## src/rtl/arb_pkg.sv

```systemverilog
// Shared encodings for the shared-register arbiter: FSM states and write-op codes.
package arb_pkg;

   localparam logic [1:0] ST_IDLE  = 2'd0;
   localparam logic [1:0] ST_GRANT = 2'd1;
   localparam logic [1:0] ST_LOCK  = 2'd2;

   localparam logic OP_LOAD = 1'b0;
   localparam logic OP_ADD  = 1'b1;

endpackage

```

## src/rtl/rr_pick.sv

```systemverilog
// Round-robin scan: first set request starting at (ptr+1) mod N_REQ, wrapping.
module rr_pick #(
   parameter int unsigned N_REQ = 4,
   parameter int unsigned PTR_W = 2
) (
   input  logic [N_REQ-1:0] req,
   input  logic [PTR_W-1:0] ptr,
   output logic [PTR_W-1:0] winner,
   output logic             valid
);

   logic [PTR_W-1:0] idx;

   // Walk the ring from farthest to nearest so the nearest hit is the last write.
   always_comb begin
      winner = '0;
      idx    = '0;
      valid  = |req;
      for (int k = int'(N_REQ); k >= 1; k--) begin
         idx = PTR_W'((int'(ptr) + k) % int'(N_REQ));
         if (req[idx]) winner = idx;
      end
   end

endmodule

```

## src/rtl/shared_reg_arbiter.sv

```systemverilog
// Round-robin arbiter owning a shared register: per-requester load or saturating add,
// optional locked ownership bounded by MAX_LOCK, sticky overflow flag.
module shared_reg_arbiter
   import arb_pkg::*;
#(
   parameter int unsigned N_REQ    = 4,
   parameter int unsigned DATA_W   = 8,
   parameter int unsigned MAX_LOCK = 8
) (
   input  logic                    clk,
   input  logic                    rst,
   input  logic [N_REQ-1:0]        req,
   input  logic [N_REQ-1:0]        lock,
   input  logic [N_REQ-1:0]        wr_op,
   input  logic [N_REQ*DATA_W-1:0] wr_data,
   input  logic                    clr_ovf,
   output logic [N_REQ-1:0]        gnt,
   output logic [DATA_W-1:0]       reg_q,
   output logic                    ovf,
   output logic                    busy
);

   localparam int unsigned PTR_W = (N_REQ > 1) ? $clog2(N_REQ) : 1;
   localparam int unsigned CNT_W = $clog2(MAX_LOCK + 1);

   logic [1:0]        state, state_nxt;
   logic [PTR_W-1:0]  winner, ptr, pick;
   logic              pick_vld;
   logic [CNT_W-1:0]  lock_cnt, lock_cnt_nxt;
   logic [N_REQ-1:0]  win_oh;
   logic [DATA_W-1:0] operand;
   logic [DATA_W:0]   sum;
   logic              commit;
   logic              ovf_set;

   rr_pick #(
      .N_REQ (N_REQ),
      .PTR_W (PTR_W)
   ) u_rr_pick (
      .req    (req),
      .ptr    (ptr),
      .winner (pick),
      .valid  (pick_vld)
   );

   always_ff @(posedge clk or posedge rst) begin
      if (rst) state <= ST_IDLE;
      else     state <= state_nxt;
   end

   // Grant is masked by the live request so a dropped request never sees a grant.
   always_comb begin
      state_nxt    = state;
      lock_cnt_nxt = lock_cnt;
      gnt          = '0;
      case (state)
         ST_IDLE: begin
            if (pick_vld) state_nxt = ST_GRANT;
         end
         ST_GRANT: begin
            gnt = req & win_oh;
            if (lock[winner] && req[winner] && (MAX_LOCK > 1)) begin
               state_nxt    = ST_LOCK;
               lock_cnt_nxt = CNT_W'(1);
            end else begin
               state_nxt = ST_IDLE;
            end
         end
         ST_LOCK: begin
            gnt = req & win_oh;
            if (req[winner]) lock_cnt_nxt = lock_cnt + CNT_W'(1);
            if (!lock[winner] || !req[winner] || (lock_cnt_nxt >= CNT_W'(MAX_LOCK))) begin
               state_nxt    = ST_IDLE;
               lock_cnt_nxt = '0;
            end
         end
         default: begin
            state_nxt    = ST_IDLE;
            lock_cnt_nxt = '0;
         end
      endcase
   end

   always_comb begin
      operand = '0;
      for (int i = 0; i < int'(N_REQ); i++) begin
         if (PTR_W'(i) == winner) operand = wr_data[i*DATA_W +: DATA_W];
      end
   end

   assign win_oh  = N_REQ'(1) << winner;
   assign sum     = {1'b0, reg_q} + {1'b0, operand};
   assign commit  = |gnt;
   assign ovf_set = commit && (wr_op[winner] == OP_ADD) && sum[DATA_W];
   assign busy    = (state != ST_IDLE);

   // Winner is frozen once chosen; ptr moves to it so the next scan starts past it.
   always_ff @(posedge clk or posedge rst) begin
      if (rst) begin
         winner   <= '0;
         ptr      <= PTR_W'(N_REQ - 1);
         lock_cnt <= '0;
         reg_q    <= '0;
         ovf      <= 1'b0;
      end else begin
         lock_cnt <= lock_cnt_nxt;
         if (state == ST_IDLE && pick_vld) winner <= pick;
         if (state == ST_GRANT) ptr <= winner;
         if (commit) begin
            case (wr_op[winner])
               OP_LOAD: reg_q <= operand;
               OP_ADD:  reg_q <= sum[DATA_W] ? {DATA_W{1'b1}} : sum[DATA_W-1:0];
               default: reg_q <= reg_q;
            endcase
         end
         ovf <= ovf_set | (ovf & ~clr_ovf);
      end
   end

endmodule

```

## config.mk

```make
export PLATFORM = sky130hd
export DESIGN_NAME = shared_reg_arbiter
export DESIGN_NICKNAME = d
export VERILOG_FILES = /design/src/rtl/arb_pkg.sv /design/src/rtl/rr_pick.sv /design/src/rtl/shared_reg_arbiter.sv
export SDC_FILE = /design/constraint.sdc
export NUM_CORES = 1
export LEC_CHECK = 0
export ABC_AREA = 1
export BUFFER_PORTS_ARGS = -buffer_cell sky130_fd_sc_hd__buf_2
export CAP_MARGIN = 0
export CORE_ASPECT_RATIO = 0.7
export CORE_MARGIN = 2
export CORE_UTILIZATION = 47
export CTS_CLUSTER_DIAMETER = 30
export CTS_CLUSTER_SIZE = 10
export DETAILED_ROUTE_END_ITERATION = 12
export GPL_TIMING_DRIVEN = 0
export PLACE_DENSITY = 0.8
export SYNTH_ARGS = -nofsm -noshare
export SYNTH_HDL_FRONTEND = slang
export SYNTH_SLANG_ARGS = --single-unit
```

## constraint.sdc

```tcl
create_clock -name clk -period 2.3 [get_ports clk]
set_clock_uncertainty 0.05 [all_clocks]
set_input_delay 0.345 -clock clk [delete_from_list [all_inputs] [get_ports clk]]
set_output_delay 0.345 -clock clk [all_outputs]
set_load 0.02 [all_outputs]
```

# ---- Yosys cells after proc, flatten, opt, wreduce, memory -nomap -nowiden
# Index checks and enable logic that the tools add are counted.
dict set report word_totals {
  regBits 19
  wordCells 83
  out_inout_bits 14
  input_bits 47
}
dict set report op_classes {
  n_addsub 6
  shift 1
  bitwise_logic 6
  n_lt_le_gt_ge 6
  reduce_logical 16
  eq_ne 8
  mux 34
}
# op count
set op_table {}
lappend op_table {{2-to-1 mux 8 bit} 5}
lappend op_table {{2-to-1 mux 4 bit} 5}
lappend op_table {{one-hot mux 8 bit (2 select lines)} 1}
lappend op_table {{less-than comparator 2 x 3 -> 1 bit, second input constant} 5}
lappend op_table {{binary-select mux 1 bit (select 2 bit)} 7}
lappend op_table {{2-to-1 mux 2 bit} 7}
lappend op_table {{one-hot mux 4 bit (3 select lines)} 1}
lappend op_table {{adder 8 x 8 -> 9 bit} 1}
lappend op_table {{OR reduction 4 bit} 2}
lappend op_table {{2-to-1 mux 1 bit} 7}
lappend op_table {{!= test 2 bit, second input constant} 3}
lappend op_table {{one-hot mux 2 bit (3 select lines)} 1}
lappend op_table {{adder 2 x 1 -> 2 bit, second input constant} 2}
lappend op_table {{adder 2 bit, second input constant} 2}
lappend op_table {{adder 4 x 1 -> 4 bit, second input constant} 1}
lappend op_table {{AND 4 bit} 1}
lappend op_table {{== test 2 bit, first input constant} 2}
lappend op_table {{>= comparator 4 bit, second input constant} 1}
lappend op_table {{logical AND 1 bit} 4}
lappend op_table {{logical NOT 2 bit} 2}
lappend op_table {{AND reduction 2 bit} 2}
lappend op_table {{<< shifter 1 x 2 -> 4 bit, first input constant} 1}
lappend op_table {{NOT 1 bit} 3}
lappend op_table {{== test 1 x 2 -> 1 bit, first input constant} 1}
lappend op_table {{other kinds (8)} 10}

# ---- Logic depth before layout (Yosys ltp)
dict set report depth {
  ltp_word 8
  ltp_mapped 17
  ltp_nobuf 15
}

# ---- Hierarchy
# From an unflattened synthesis, not the netlist that was laid out.
dict set report hier_totals {
  hier_cells 347
  area_unflattened_um2 2225.9
}
# module seq_area_each_um2 instances area_per_inst_um2 cells_each
set by_module_without_submodules {}
lappend by_module_without_submodules {shared_reg_arbiter 478.0 1 1959.4 296}
lappend by_module_without_submodules {rr_pick 0.0 1 266.5 51}

# ---- Worst setup path after synthesis
# No wires, ideal clock.
dict set report synth_timing {
  kind {flip-flop to flip-flop}
  startpoint {reg winner[0]}
  endpoint {reg reg_q[1]}
  setup_time_ns 0.065
  required_time_ns 2.185
  period_less_slack_ns 2.394
  t_arrival_ns 2.279
  path_slack_ns -0.094
  n_path_buf 2
  stages_incl_launch_ff 18
  path_cell_list {dfrtp_1 -> buf_6 -> inv_4 -> buf_2 -> nor2_1 -> nor2_1 -> o211ai_1 -> o21ai_0 -> ha_1 -> inv_1 -> fa_1 -> o21ai_1 -> nand2_1 -> nand3_1 -> nor2_4 -> nand2_1 -> nand3_1 -> nand2_1}
}
dict set report synth_between {
  elab_chain_cells 8
  elab_cells_between_ends 18
  classes_between {add/sub: 1; eq/ne: 3; shift: 1; mux: 9; bitwise: 2; reduce/logical: 2}
}
# item line
set synth_lines {}
lappend synth_lines {{start, declared} shared_reg_arbiter.sv:27} ;# logic [PTR_W-1:0] winner, ptr, pick;
lappend synth_lines {{start signal, assigned} shared_reg_arbiter.sv:107} ;# if (state == ST_IDLE && pick_vld) winner <= pick;
lappend synth_lines {{logical NOT 2 bit} shared_reg_arbiter.sv:87} ;# if (PTR_W'(i) == winner) operand = wr_data[i*DATA_W +: DATA_W];
lappend synth_lines {{2-to-1 mux 8 bit (4 in a row)} shared_reg_arbiter.sv:87}
lappend synth_lines {{adder 8 x 8 -> 9 bit} shared_reg_arbiter.sv:92} ;# assign sum = {1'b0, reg_q} + {1'b0, operand};
lappend synth_lines {{2-to-1 mux 8 bit} shared_reg_arbiter.sv:112} ;# OP_ADD: reg_q <= sum[DATA_W] ? {DATA_W{1'b1}} : sum[DATA_W-1:0];
lappend synth_lines {{one-hot mux 8 bit (2 select lines)} shared_reg_arbiter.sv:110} ;# case (wr_op[winner])
lappend synth_lines {{end signal, assigned} shared_reg_arbiter.sv:111} ;# OP_LOAD: reg_q <= operand;
lappend synth_lines {{end signal, assigned} shared_reg_arbiter.sv:112}
lappend synth_lines {{end signal, assigned} shared_reg_arbiter.sv:113} ;# default: reg_q <= reg_q;
lappend synth_lines {{end, declared} shared_reg_arbiter.sv:18} ;# output logic [DATA_W-1:0] reg_q,
# Several ways; a longest one is shown, not always the timed one. The select of a mux whose other input is x is not followed.
# A chain may end at the register's enable or synchronous reset.

# ---- Worst setup path in the final report
dict set report layout_timing {
  startpoint {reg winner[1]}
  endpoint {reg reg_q[7]}
}
# The elaborated chain is that of the path after synthesis.

==> metrics.csv <==
metric;value;unit
CTS HTree Levels;1;
cell count after synthesis;320;
Distinct cells, synth;35;
Avg Inst Size Synth;6.405;um2
Post-Syn Nets;381;
Hold Buf Count CTS;0;
CP max stage cell;dfrtp_2;
Fmax achieved;392.2;MHz
Die Span X;82.93;um
starting density of the core;48.18;%
vias per inst;5.381;
Core Region;4254;um2
clock latency on the worst-skew pair;0.27;ns
cts bufs inserted;3;
Syn-to-layout area delta;45.60;%
TritonCTS sink count;19;
YS warnings;0;
GRT Total Usage;27.53;%
final hold violation count;0;
cell mode on critical path;nand2_1;
critical path cell sequence;buf_12 > nand2_8 > or2_4 > o211ai_1 > o21ai_1 > ha_2 > inv_2 > fa_2 > o21ai_4 > nand2_2 > nand3_4 > nor2_4 > nand3_2 > nand2_1 > nand2_1;
Max Cap Viol;0;
outcome;finished with violations;
RSZ-0062 raised after global routing;true;
Routed Antenna Nets;0;
total number of vias;2529;
CTS clk-pin slew, worst paths;0.08;ns
Tcrit/Tclk final;110.8;%
final instance area;2984;um2
initial DRC count;183;
max incr delay on CP;0.49;ns
Nets;477;
Die Ht;59.25;um
crit path time final;2.550;ns
Bufs on Longest Clock Path;2;
CP startpoint kind;flip-flop;
CP arrival;2.66;ns
I/O pin count;61;
WP data required;2.41;ns
clock root buffer;clkbuf_8;
share of layout cells above drive strength 1;38.55;%
CTS tree;yes;
max-slew violation count;0;
antenna violations before repair;0;
VDD IR max;0.0009410;V
number of global-route vias before repair;2325;
pin count of the biggest net entering global routing;20;
Avg WL per Cell;14.44;um
first-pass GRT wire length;10700;um
# rows;20;
Multi-input gate area;1573;um2
DRC errors left;0;
Pwr Density;1917;nW/um2
number of fill cells;327;
FF+latch count, synth;19;
Placement Cell Area;2434;um2
Worst-Margin Slew;0.7980;ns
die area;4913;um2
R2R setup slack;-0.25;ns
synthesized area;2049;um2
WHS;0.1678;ns
failing checks;negative setup slack;
drt first pass iters;5;
leakage;1.587;nW
top cells by area, synth;nand2_1 21%, dfrtp_1 21%, ha_1 7.9%;
Register Area;479.2;um2
type of destination of the critical path;flip-flop;
Setup CP Type;reg2reg;
worst r2r src;winner[1];
HPWL after DPL;4538;um
Synth top area share;20.88;%
gr ovfl total;0;
final setup vio count;9;
RePlAce Congestion;0.9935;
Layout Utilization;70.15;%
Crit Path Max Fanout;7;
ANT cells;0;
# port buffers;60;
Seq/Total Area, Yosys;23.32;%
final wirelength;6785;um
Yosys top cell by area;nand2_1;
Final WS setup;-0.2495;ns
Post-Place Setup Slack;-0.3730;ns
max-slew headroom at the worst pin;46.74;%
worst hold path type;in2async;
CP startpoint;winner[1];
## per-stage QoR
step,setup TNS (ns),std cells,total power [mW]
final,-2.031,470,5.722
after global routing,-3.114,470,6.198
after CTS,-1.069,467,5.148
after detailed placement,-2.904,435,3.996
after global placement,-2.542,435,3.897
after floorplan,0,320,3.238
## area by class of cell
cell class / instances / share of cell area (%)
Clock buffer: 3 / 1.384
Multi-Input combinational cell: 257 / 52.70
Buffer: 7 / 2.432
Sequential cell: 19 / 16.06
Tap cell: 55 / 2.306
Inverter: 37 / 5.073
Timing Repair Buffer: 91 / 19.79
Clock inverter: 1 / 0.2516
## final timing paths
kind	to	depth (start not counted)
min reg2reg	ovf	2
min	reg_q[7]	2
max in group asynchronous	winner[1]	2
max	reg_q[7]	15
max reg2reg	reg_q[7]	15
min in group clk	ovf	2
## layer usage
metal  global-route usage (%)  vias up  part of all wire, %
met4                    8.899        0                  2.1
met1                    36.08     1171                   46
met3                    4.875       17                  6.4
met2                    47.12      115                   46
met5                        0        -                    0
li1                         -     1226                    -
## critical path: cells and delay by family, from the launching register on
family	cells	cell delay (ns)
simple gates	8	0.88
fa+ha+maj	2	0.46
flops	1	0.49
buf+inv	2	0.20
compound gates	3	0.35
## cell usage after synthesis
library cell,count
nand2_1,114
inv_1,32
nand3_1,27
nor2_1,21
o21ai_0,21
dfrtp_1,17
ha_1,13
a21oi_1,7
o21ai_1,6
a31oi_1,4
buf_2,4
nand2_2,4
nand4_1,4
nor2_4,4
nor3_2,4
o211ai_1,4
xnor2_1,4
buf_6,3
inv_2,3
nand2_4,3
or2_2,3
xor2_1,3
a21o_1,2
dfstp_2,2
a21boi_0,1
a21oi_2,1
clkinv_1,1
fa_1,1
inv_4,1
nand3_2,1
nor3_1,1
o21a_1,1
o21ai_2,1
o221ai_1,1
or2_1,1
## cells in the final DEF, fill, tap and decap left out, drive strengths merged, types with 2 or more instances in the layout
cell,count
a21oi,8
clkinv,2
dfrtp,17
o21ai,28
buf,97
nand2,121
nor2,25
nand3,28
o211ai,4
ha,13
clkbuf,3
dfstp,2
nor3,5
a31oi,4
xor2,3
a21o,2
xnor2,4
inv,35
nand4,4
or2,4
## power by group
part,total [mW],internal (mW),switching [mW]
Sequential,0.675,0.501,0.173
Combinational,4.79,2.10,2.69
Clock,0.254,0.123,0.131
Total,5.72,2.73,3.00
## flip-flops by register name, indices dropped and copies added, names as in the netlist
register and cells:
ovf 1, winner 2, lock_cnt 4, reg_q 8
state 2, ptr 2
## cell families after synthesis
logic type      share of synthesized area [%]
xor+xnor                                2.992
simple gates                            41.51
compound gates                          13.74
flops                                   23.32
fa+ha+maj                               8.914
buf+inv                                 9.524
## what timing repair did
item | CTS | global route
setup endpoints to repair | 9 | 9
cloned | 1 | 0
gates resized for setup | 33 | 19
buffers inserted | 27 | 3
pin swaps | 16 | 19
No activity file was read; power rests on OpenSTA's default activity.
